[src/rtl/rv_core_pkg.sv]
// Shared constants for the RV32 core support units: ALU op codes, forward
// selects and register address width, plus the forward-select helper.
package rv_core_pkg;

    localparam int REG_ADDR_W = 5;

    localparam logic [3:0] ALU_ADD    = 4'b0000;
    localparam logic [3:0] ALU_SLL    = 4'b0001;
    localparam logic [3:0] ALU_SLT    = 4'b0010;
    localparam logic [3:0] ALU_SLTU   = 4'b0011;
    localparam logic [3:0] ALU_XOR    = 4'b0100;
    localparam logic [3:0] ALU_SRL    = 4'b0101;
    localparam logic [3:0] ALU_OR     = 4'b0110;
    localparam logic [3:0] ALU_AND    = 4'b0111;
    localparam logic [3:0] ALU_MUL    = 4'b1000;
    localparam logic [3:0] ALU_MULH   = 4'b1001;
    localparam logic [3:0] ALU_MULHSU = 4'b1010;
    localparam logic [3:0] ALU_MULHU  = 4'b1011;
    localparam logic [3:0] ALU_DIV    = 4'b1100;
    localparam logic [3:0] ALU_DIVU   = 4'b1101;
    localparam logic [3:0] ALU_REM    = 4'b1110;
    localparam logic [3:0] ALU_REMU   = 4'b1111;

    localparam logic [1:0] FWD_NONE  = 2'b00;
    localparam logic [1:0] FWD_EXMEM = 2'b01;
    localparam logic [1:0] FWD_MEMWB = 2'b10;

    // The younger EX/MEM result takes priority over MEM/WB; x0 never forwards.
    function automatic logic [1:0] fwd_select(
        input logic [REG_ADDR_W-1:0] src,
        input logic [REG_ADDR_W-1:0] ex_mem_rd,
        input logic                  ex_mem_we,
        input logic [REG_ADDR_W-1:0] mem_wb_rd,
        input logic                  mem_wb_we
    );
        logic [1:0] sel;
        if (ex_mem_we && (ex_mem_rd != 5'd0) && (ex_mem_rd == src)) begin
            sel = FWD_EXMEM;
        end else if (mem_wb_we && (mem_wb_rd != 5'd0) && (mem_wb_rd == src)) begin
            sel = FWD_MEMWB;
        end else begin
            sel = FWD_NONE;
        end
        return sel;
    endfunction

endpackage

[src/rtl/rv_int_alu.sv]
// Combinational RV32I ALU; the M-extension datapath is built only when the
// RV_MEXT_EN macro is defined, otherwise every op[3]=1 code returns zero.
import rv_core_pkg::*;

module rv_int_alu #(
    parameter int DATA_W = 32
) (
    input  logic [3:0]        alu_op_i,
    input  logic [DATA_W-1:0] alu_a_i,
    input  logic [DATA_W-1:0] alu_b_i,
    output logic [DATA_W-1:0] alu_result_o
);

    logic [DATA_W-1:0] base_result_s;
    logic [DATA_W-1:0] mext_result_s;

    // Base integer operations selected by funct3.
    always_comb begin
        base_result_s = '0;
        case (alu_op_i[2:0])
            3'b000:  base_result_s = alu_a_i + alu_b_i;
            3'b001:  base_result_s = alu_a_i << alu_b_i[4:0];
            3'b010:  base_result_s = {{(DATA_W-1){1'b0}}, ($signed(alu_a_i) < $signed(alu_b_i))};
            3'b011:  base_result_s = {{(DATA_W-1){1'b0}}, (alu_a_i < alu_b_i)};
            3'b100:  base_result_s = alu_a_i ^ alu_b_i;
            3'b101:  base_result_s = alu_a_i >> alu_b_i[4:0];
            3'b110:  base_result_s = alu_a_i | alu_b_i;
            3'b111:  base_result_s = alu_a_i & alu_b_i;
            default: base_result_s = '0;
        endcase
    end

`ifdef RV_MEXT_EN
    logic                  mul_sign_a_s;
    logic                  mul_sign_b_s;
    logic [2*DATA_W-1:0]   prod_s;
    logic                  div_signed_s;
    logic                  a_neg_s;
    logic                  b_neg_s;
    logic                  b_zero_s;
    logic [DATA_W-1:0]     a_mag_s;
    logic [DATA_W-1:0]     b_mag_s;
    logic [DATA_W-1:0]     b_div_s;
    logic [DATA_W-1:0]     quot_mag_s;
    logic [DATA_W-1:0]     rem_mag_s;
    logic [DATA_W-1:0]     quot_s;
    logic [DATA_W-1:0]     rem_s;

    // One shared multiplier: operand extension picks signed/unsigned high half.
    always_comb begin
        mul_sign_a_s = alu_a_i[DATA_W-1] & ((alu_op_i[2:0] == 3'b001) | (alu_op_i[2:0] == 3'b010));
        mul_sign_b_s = alu_b_i[DATA_W-1] & (alu_op_i[2:0] == 3'b001);
        prod_s = {{DATA_W{mul_sign_a_s}}, alu_a_i} * {{DATA_W{mul_sign_b_s}}, alu_b_i};
    end

    // Sign-magnitude divider; 0x80000000/-1 falls out naturally as 0x80000000 rem 0.
    always_comb begin
        div_signed_s = ~alu_op_i[0];
        a_neg_s      = div_signed_s & alu_a_i[DATA_W-1];
        b_neg_s      = div_signed_s & alu_b_i[DATA_W-1];
        b_zero_s     = (alu_b_i == {DATA_W{1'b0}});
        a_mag_s      = a_neg_s ? (~alu_a_i + {{(DATA_W-1){1'b0}}, 1'b1}) : alu_a_i;
        b_mag_s      = b_neg_s ? (~alu_b_i + {{(DATA_W-1){1'b0}}, 1'b1}) : alu_b_i;
        b_div_s      = b_zero_s ? {{(DATA_W-1){1'b0}}, 1'b1} : b_mag_s;
        quot_mag_s   = a_mag_s / b_div_s;
        rem_mag_s    = a_mag_s % b_div_s;
        quot_s       = (a_neg_s ^ b_neg_s) ? (~quot_mag_s + {{(DATA_W-1){1'b0}}, 1'b1}) : quot_mag_s;
        rem_s        = a_neg_s ? (~rem_mag_s + {{(DATA_W-1){1'b0}}, 1'b1}) : rem_mag_s;
    end

    // M-extension result mux with divide-by-zero overrides.
    always_comb begin
        mext_result_s = '0;
        case (alu_op_i)
            ALU_MUL:    mext_result_s = prod_s[DATA_W-1:0];
            ALU_MULH,
            ALU_MULHSU,
            ALU_MULHU:  mext_result_s = prod_s[2*DATA_W-1:DATA_W];
            ALU_DIV,
            ALU_DIVU:   mext_result_s = b_zero_s ? {DATA_W{1'b1}} : quot_s;
            ALU_REM,
            ALU_REMU:   mext_result_s = b_zero_s ? alu_a_i : rem_s;
            default:    mext_result_s = '0;
        endcase
    end
`else
    // No multiply/divide hardware in this build.
    always_comb begin
        mext_result_s = '0;
    end
`endif

    // Final selection between the base and M-extension results.
    always_comb begin
        if (alu_op_i[3]) begin
            alu_result_o = mext_result_s;
        end else begin
            alu_result_o = base_result_s;
        end
    end

endmodule

[src/rtl/rv_core_units.sv]
// RV32 pipeline support block: 32x32 register file, ALU (M-ext when RV_MEXT_EN
// is defined) and load-use stall / forward-select logic.
import rv_core_pkg::*;

module rv_core_units #(
    parameter int DATA_W = 32,
    parameter int NREG   = 32
) (
    input  logic                  clk,
    input  logic                  rst,
    input  logic [REG_ADDR_W-1:0] rs1_addr,
    input  logic [REG_ADDR_W-1:0] rs2_addr,
    output logic [DATA_W-1:0]     rs1_data,
    output logic [DATA_W-1:0]     rs2_data,
    input  logic [REG_ADDR_W-1:0] rd_addr,
    input  logic [DATA_W-1:0]     rd_data,
    input  logic                  we,
    input  logic [3:0]            alu_op,
    input  logic [DATA_W-1:0]     alu_a,
    input  logic [DATA_W-1:0]     alu_b,
    output logic [DATA_W-1:0]     alu_result,
    input  logic                  id_ex_mem_read,
    input  logic [REG_ADDR_W-1:0] id_ex_rd,
    input  logic [REG_ADDR_W-1:0] if_id_rs1,
    input  logic [REG_ADDR_W-1:0] if_id_rs2,
    input  logic [REG_ADDR_W-1:0] id_ex_rs1,
    input  logic [REG_ADDR_W-1:0] id_ex_rs2,
    input  logic [REG_ADDR_W-1:0] ex_mem_rd,
    input  logic [REG_ADDR_W-1:0] mem_wb_rd,
    input  logic                  ex_mem_reg_write,
    input  logic                  mem_wb_reg_write,
    output logic                  stall,
    output logic [1:0]            forward_a,
    output logic [1:0]            forward_b,
    output logic [1:0]            forward_rs1_decode,
    output logic [1:0]            forward_rs2_decode
);

    logic [DATA_W-1:0] regs_q [NREG];
    logic [DATA_W-1:0] regs_d [NREG];

    // Next register state: x0 is never written.
    always_comb begin
        regs_d = regs_q;
        if (we && (rd_addr != 5'd0)) begin
            regs_d[rd_addr] = rd_data;
        end else begin
            regs_d = regs_q;
        end
    end

    // Register state update; writes during reset are dropped.
    always_ff @(posedge clk) begin
        if (rst) begin
            regs_q <= '{default: '0};
        end else begin
            regs_q <= regs_d;
        end
    end

    // Asynchronous reads with no write bypass; decode forwarding covers that case.
    always_comb begin
        if (rs1_addr == 5'd0) begin
            rs1_data = '0;
        end else begin
            rs1_data = regs_q[rs1_addr];
        end
        if (rs2_addr == 5'd0) begin
            rs2_data = '0;
        end else begin
            rs2_data = regs_q[rs2_addr];
        end
    end

    rv_int_alu #(
        .DATA_W(DATA_W)
    ) u_alu (
        .alu_op_i    (alu_op),
        .alu_a_i     (alu_a),
        .alu_b_i     (alu_b),
        .alu_result_o(alu_result)
    );

    // Load-use stall and forward selects for EX and decode operands.
    always_comb begin
        stall = id_ex_mem_read && (id_ex_rd != 5'd0) &&
                ((id_ex_rd == if_id_rs1) || (id_ex_rd == if_id_rs2));
        forward_a          = fwd_select(id_ex_rs1, ex_mem_rd, ex_mem_reg_write, mem_wb_rd, mem_wb_reg_write);
        forward_b          = fwd_select(id_ex_rs2, ex_mem_rd, ex_mem_reg_write, mem_wb_rd, mem_wb_reg_write);
        forward_rs1_decode = fwd_select(if_id_rs1, ex_mem_rd, ex_mem_reg_write, mem_wb_rd, mem_wb_reg_write);
        forward_rs2_decode = fwd_select(if_id_rs2, ex_mem_rd, ex_mem_reg_write, mem_wb_rd, mem_wb_reg_write);
    end

endmodule

[config.mk]
export PLATFORM = sky130hd
export DESIGN_NAME = rv_core_units
export DESIGN_NICKNAME = d
export VERILOG_FILES = /design/src/rtl/rv_core_pkg.sv /design/src/rtl/rv_int_alu.sv /design/src/rtl/rv_core_units.sv
export SDC_FILE = /design/constraint.sdc
export NUM_CORES = 2
export LEC_CHECK = 0
export CAP_MARGIN = 5
export CORE_MARGIN = 2
export CORE_UTILIZATION = 61
export CTS_BUF_LIST = sky130_fd_sc_hd__clkbuf_16
export CTS_CLUSTER_DIAMETER = 200
export DETAILED_ROUTE_END_ITERATION = 12
export PLACE_DENSITY = 0.77
export REMOVE_ABC_BUFFERS = 1
export SLEW_MARGIN = 0
export SYNTH_ARGS = -nofsm -noshare
export SYNTH_HDL_FRONTEND = slang
export SYNTH_SLANG_ARGS = --single-unit
[constraint.sdc]
create_clock -name clk -period 5 [get_ports clk]
set_clock_uncertainty 0.15 [all_clocks]
set_input_delay 0.75 -clock clk [delete_from_list [all_inputs] [get_ports clk]]
set_output_delay 0.75 -clock clk [all_outputs]
set_load 0.01 [all_outputs]
==> results.yml <==
yosys:
  yosysWarnings: 0
  synth_xor_area_frac: 0.0107
  ys_seq_area_frac: 0.347
  synth_commonest_cells: "nand2_1 (2117), a21oi_1 (1201), dfxtp_1 (1024), clkbuf_1 (556), mux4_2 (539)"
  synth_largest_area_cell: "dfxtp_1"
  netlist_area_um2: 59100
  synth.avg_cell_area_um2: 8.55
  synth_compound_area_frac: 0.148
  synth_top_area_share: 0.347
  synthMuxAreaShare: 0.254
  ys.flop_type: "dfxtp_1"
  synth-edff-count: 0
  synth_fa_ha_area_frac: 0.0209
  synth_top_family_by_area: "multiplexers"
  synth-simple-area-share: 0.169
  syn_inst: 6916
  async_flop_share: 0
  synth_most_common_cell: "nand2_1"
  ys_ff_latch: 1024
  synth.area.top_cells: "dfxtp_1 (35%), mux4_2 (21%), nand2_1 (13%)"
  ys_types: 74
finish:
  utilization: 0.718
  syn2layout_area_growth_pct: 17.1
  drive_gt1_frac: 0.194
  layout.nets: 7362
  post-route-cell-area_um2: 69200
  largest_reg_flops: 1024
  fillers: 7229
  regMostFlops: "regs_q"
  multi_input_area_um2: 36200
  final-seq-area_um2: 20500
  largestRegisters: "regs_q (1024)"
drt:
  routed_wl_um: 252000
  ant_nets: 0
  vias_per_cell: 7.03
  drt-wirelength-per-cell_um: 29.6
  num_vias: 59700
  drc: 0
  firstDrtPassIters: 9
  drt_iter0_drc: 10400
power:
  combPwrFrac: 0.153
  power_switching_mw: 5.36
  intPower_mw: 13.7
  pwr-share-seq: 0.432
  ir_worst_vdd_mv: 0.323
  swShare: 0.281
  power.density_nw_per_um2: 276
  clkPwrFrac: 0.415
  p_leak_nw: 24.4
timing:
  max_slew_margin: 0.121
  finalWorstPathRequiredPeriod_ns: 4.97
  period_share: 0.994
  max_freq_ghz: 0.201
  finalSetupViolCount: 0
  tightest_slew_ns: 1.31
  slew_violations: 0
  setup_tns_ns: 0
  hold_viol_final: 0
  rsz0062_at_grt: "yes"
clocking:
  cts_buffer_depth: 3
  root_buffer: "clkbuf_16"
  cts_htree_levels: 3
  cts_tree: "done"
  clock_sinks: 1024
  path_clk_slew_ns: 0.06
  cts_hold_buf: 0
  numCtsBuffers: 105
  clkLatencyLatePin_ns: 0.71
setup_path:
  path_class: "input pin to output port"
  path_max_fanout: 6
  crit_required_ns: 4.10
  critPathMostFrequentCell: "clkdlybuf4s50_1"
  cp_slowest_cell: "clkdlybuf4s50_1"
  critPathMaxStageDelay_ns: 0.63
  worstPathCellList: "clkdlybuf4s50_1 > inv_1 > ha_1 > buf_4 > nor2b_1 > o21bai_1 > a21oi_1 > o21ai_0 > nand2_1 > a2111oi_2 > nand3_1 > o211ai_1 > clkdlybuf4s50_1"
  cp-start-kind: "input pin"
  critPathBufInv: 4
  cpLargestDelayFamily: "buffers and inverters"
  arrival_ns: 4.07
  cp-end-kind: "output port"
floorplan:
  dieArea_um2: 99400
  start_util: 0.613
  core_um2: 96400
  dieWidth_um: 315
  io_pins: 261
  rows: 114
  die_h_um: 315
place:
  dp_hpwl_um: 160000
  dpl_cell_area_um2: 65500
  portBuffers: 260
  place.gp.congestion: 1.12
outcome:
  status: "completed"
hold_path:
  hp-class: "flip-flop to flip-flop"
grt:
  globalRouteTotalUtil: 0.493
  overflow: 0
  antenna_found_initial: 26
  grt_pass1_vias: 56800
  grt_max_degree: 132
  grt_pass1_wl_um: 361000
job:
  maxCapViolations: 0
## worst min-delay path, stage by stage (launching register included)
cell and delay, ns:
dfxtp_1 0.31, nand2_1 0.05, a21oi_1 0.05
## layout make-up
type                            instances  share of cell area
Clock inverter                         86              0.0110
Clock buffer                          105              0.0380
Tap cell                             1276              0.0231
Inverter                               83             0.00452
Antenna cell                           19            0.000687
Timing Repair Buffer                  772               0.104
Multi-Input combinational cell       5122               0.523
Sequential cell                      1024               0.296
## final timing paths
kind,cells past startpoint,slack [ns],endpoint,from
max,13,0.03,alu_result[0],alu_a[21]
min,2,0.32,regs_q[688],regs_q[688]
max reg2reg,2,4.05,regs_q[633],regs_q[633]
min reg2reg,2,0.32,regs_q[688],regs_q[688]
## through the flow
step	power (mW)	setup slack [ns]	hold slack [ns]	cells
detailed placement	11.2	-0.859	0.306	8275
finish	19.1	0.0309	0.316	8487
global placement	11.2	-0.915	0.298	8275
floorplan	9.43	-0.0727	0.287	6229
global route	19.5	-0.0401	0.332	8474
CTS	18.9	0.00653	0.315	8466
## power by group through the flow
| stage | clock (mW) | combinational (mW) | sequential, mW |
|---|---|---|---|
| 3_5_place_dp | 0 | 2.76 | 8.44 |
| 6_report | 7.93 | 2.92 | 8.26 |
| 5_1_grt | 8.22 | 3.01 | 8.26 |
| 2_1_floorplan | 0 | 1.01 | 8.42 |
| 3_3_place_gp | 0 | 2.75 | 8.43 |
| 4_1_cts | 7.88 | 2.79 | 8.26 |
## cell families after synthesis
logic type	after synthesis
AO/OA/AOI/OAI	1589
XOR/XNOR	72
adder cells (fa/ha/maj)	98
buffers and inverters	770
flip-flops	1024
multiplexers	820
AND/OR/NAND/NOR	2543
## cells in the final DEF (no fill, tap or decap), drive strengths merged, types with 106 or more instances in the layout
| cell type | Yosys | final |
|---|---|---|
| clkbuf | 557 | 106 |
| nand2 | 2117 | 2117 |
| mux4 | 539 | 539 |
| nor2 | 233 | 233 |
| inv | 82 | 109 |
| dfxtp | 1024 | 1024 |
| clkdlybuf4s50 | 0 | 225 |
| o21ai | 121 | 121 |
| mux2i | 232 | 232 |
| buf | 130 | 529 |
| a21oi | 1202 | 1202 |
## routing by layer
layer	GRT usage	vias up	share of wire
met5	0.0121	-	0.0013
met4	0.362	22	0.090
met3	0.177	1524	0.16
met2	0.703	5242	0.41
met1	0.614	28300	0.34
li1	-	24600	-
## repair_timing
item / CTS / global route
gates resized for setup: 55 / 35
setup buffers: 0 / 2
setup endpoints to repair: 20 / 18
pin swaps: 9 / 9
No activity file was read; power rests on OpenSTA's default activity.
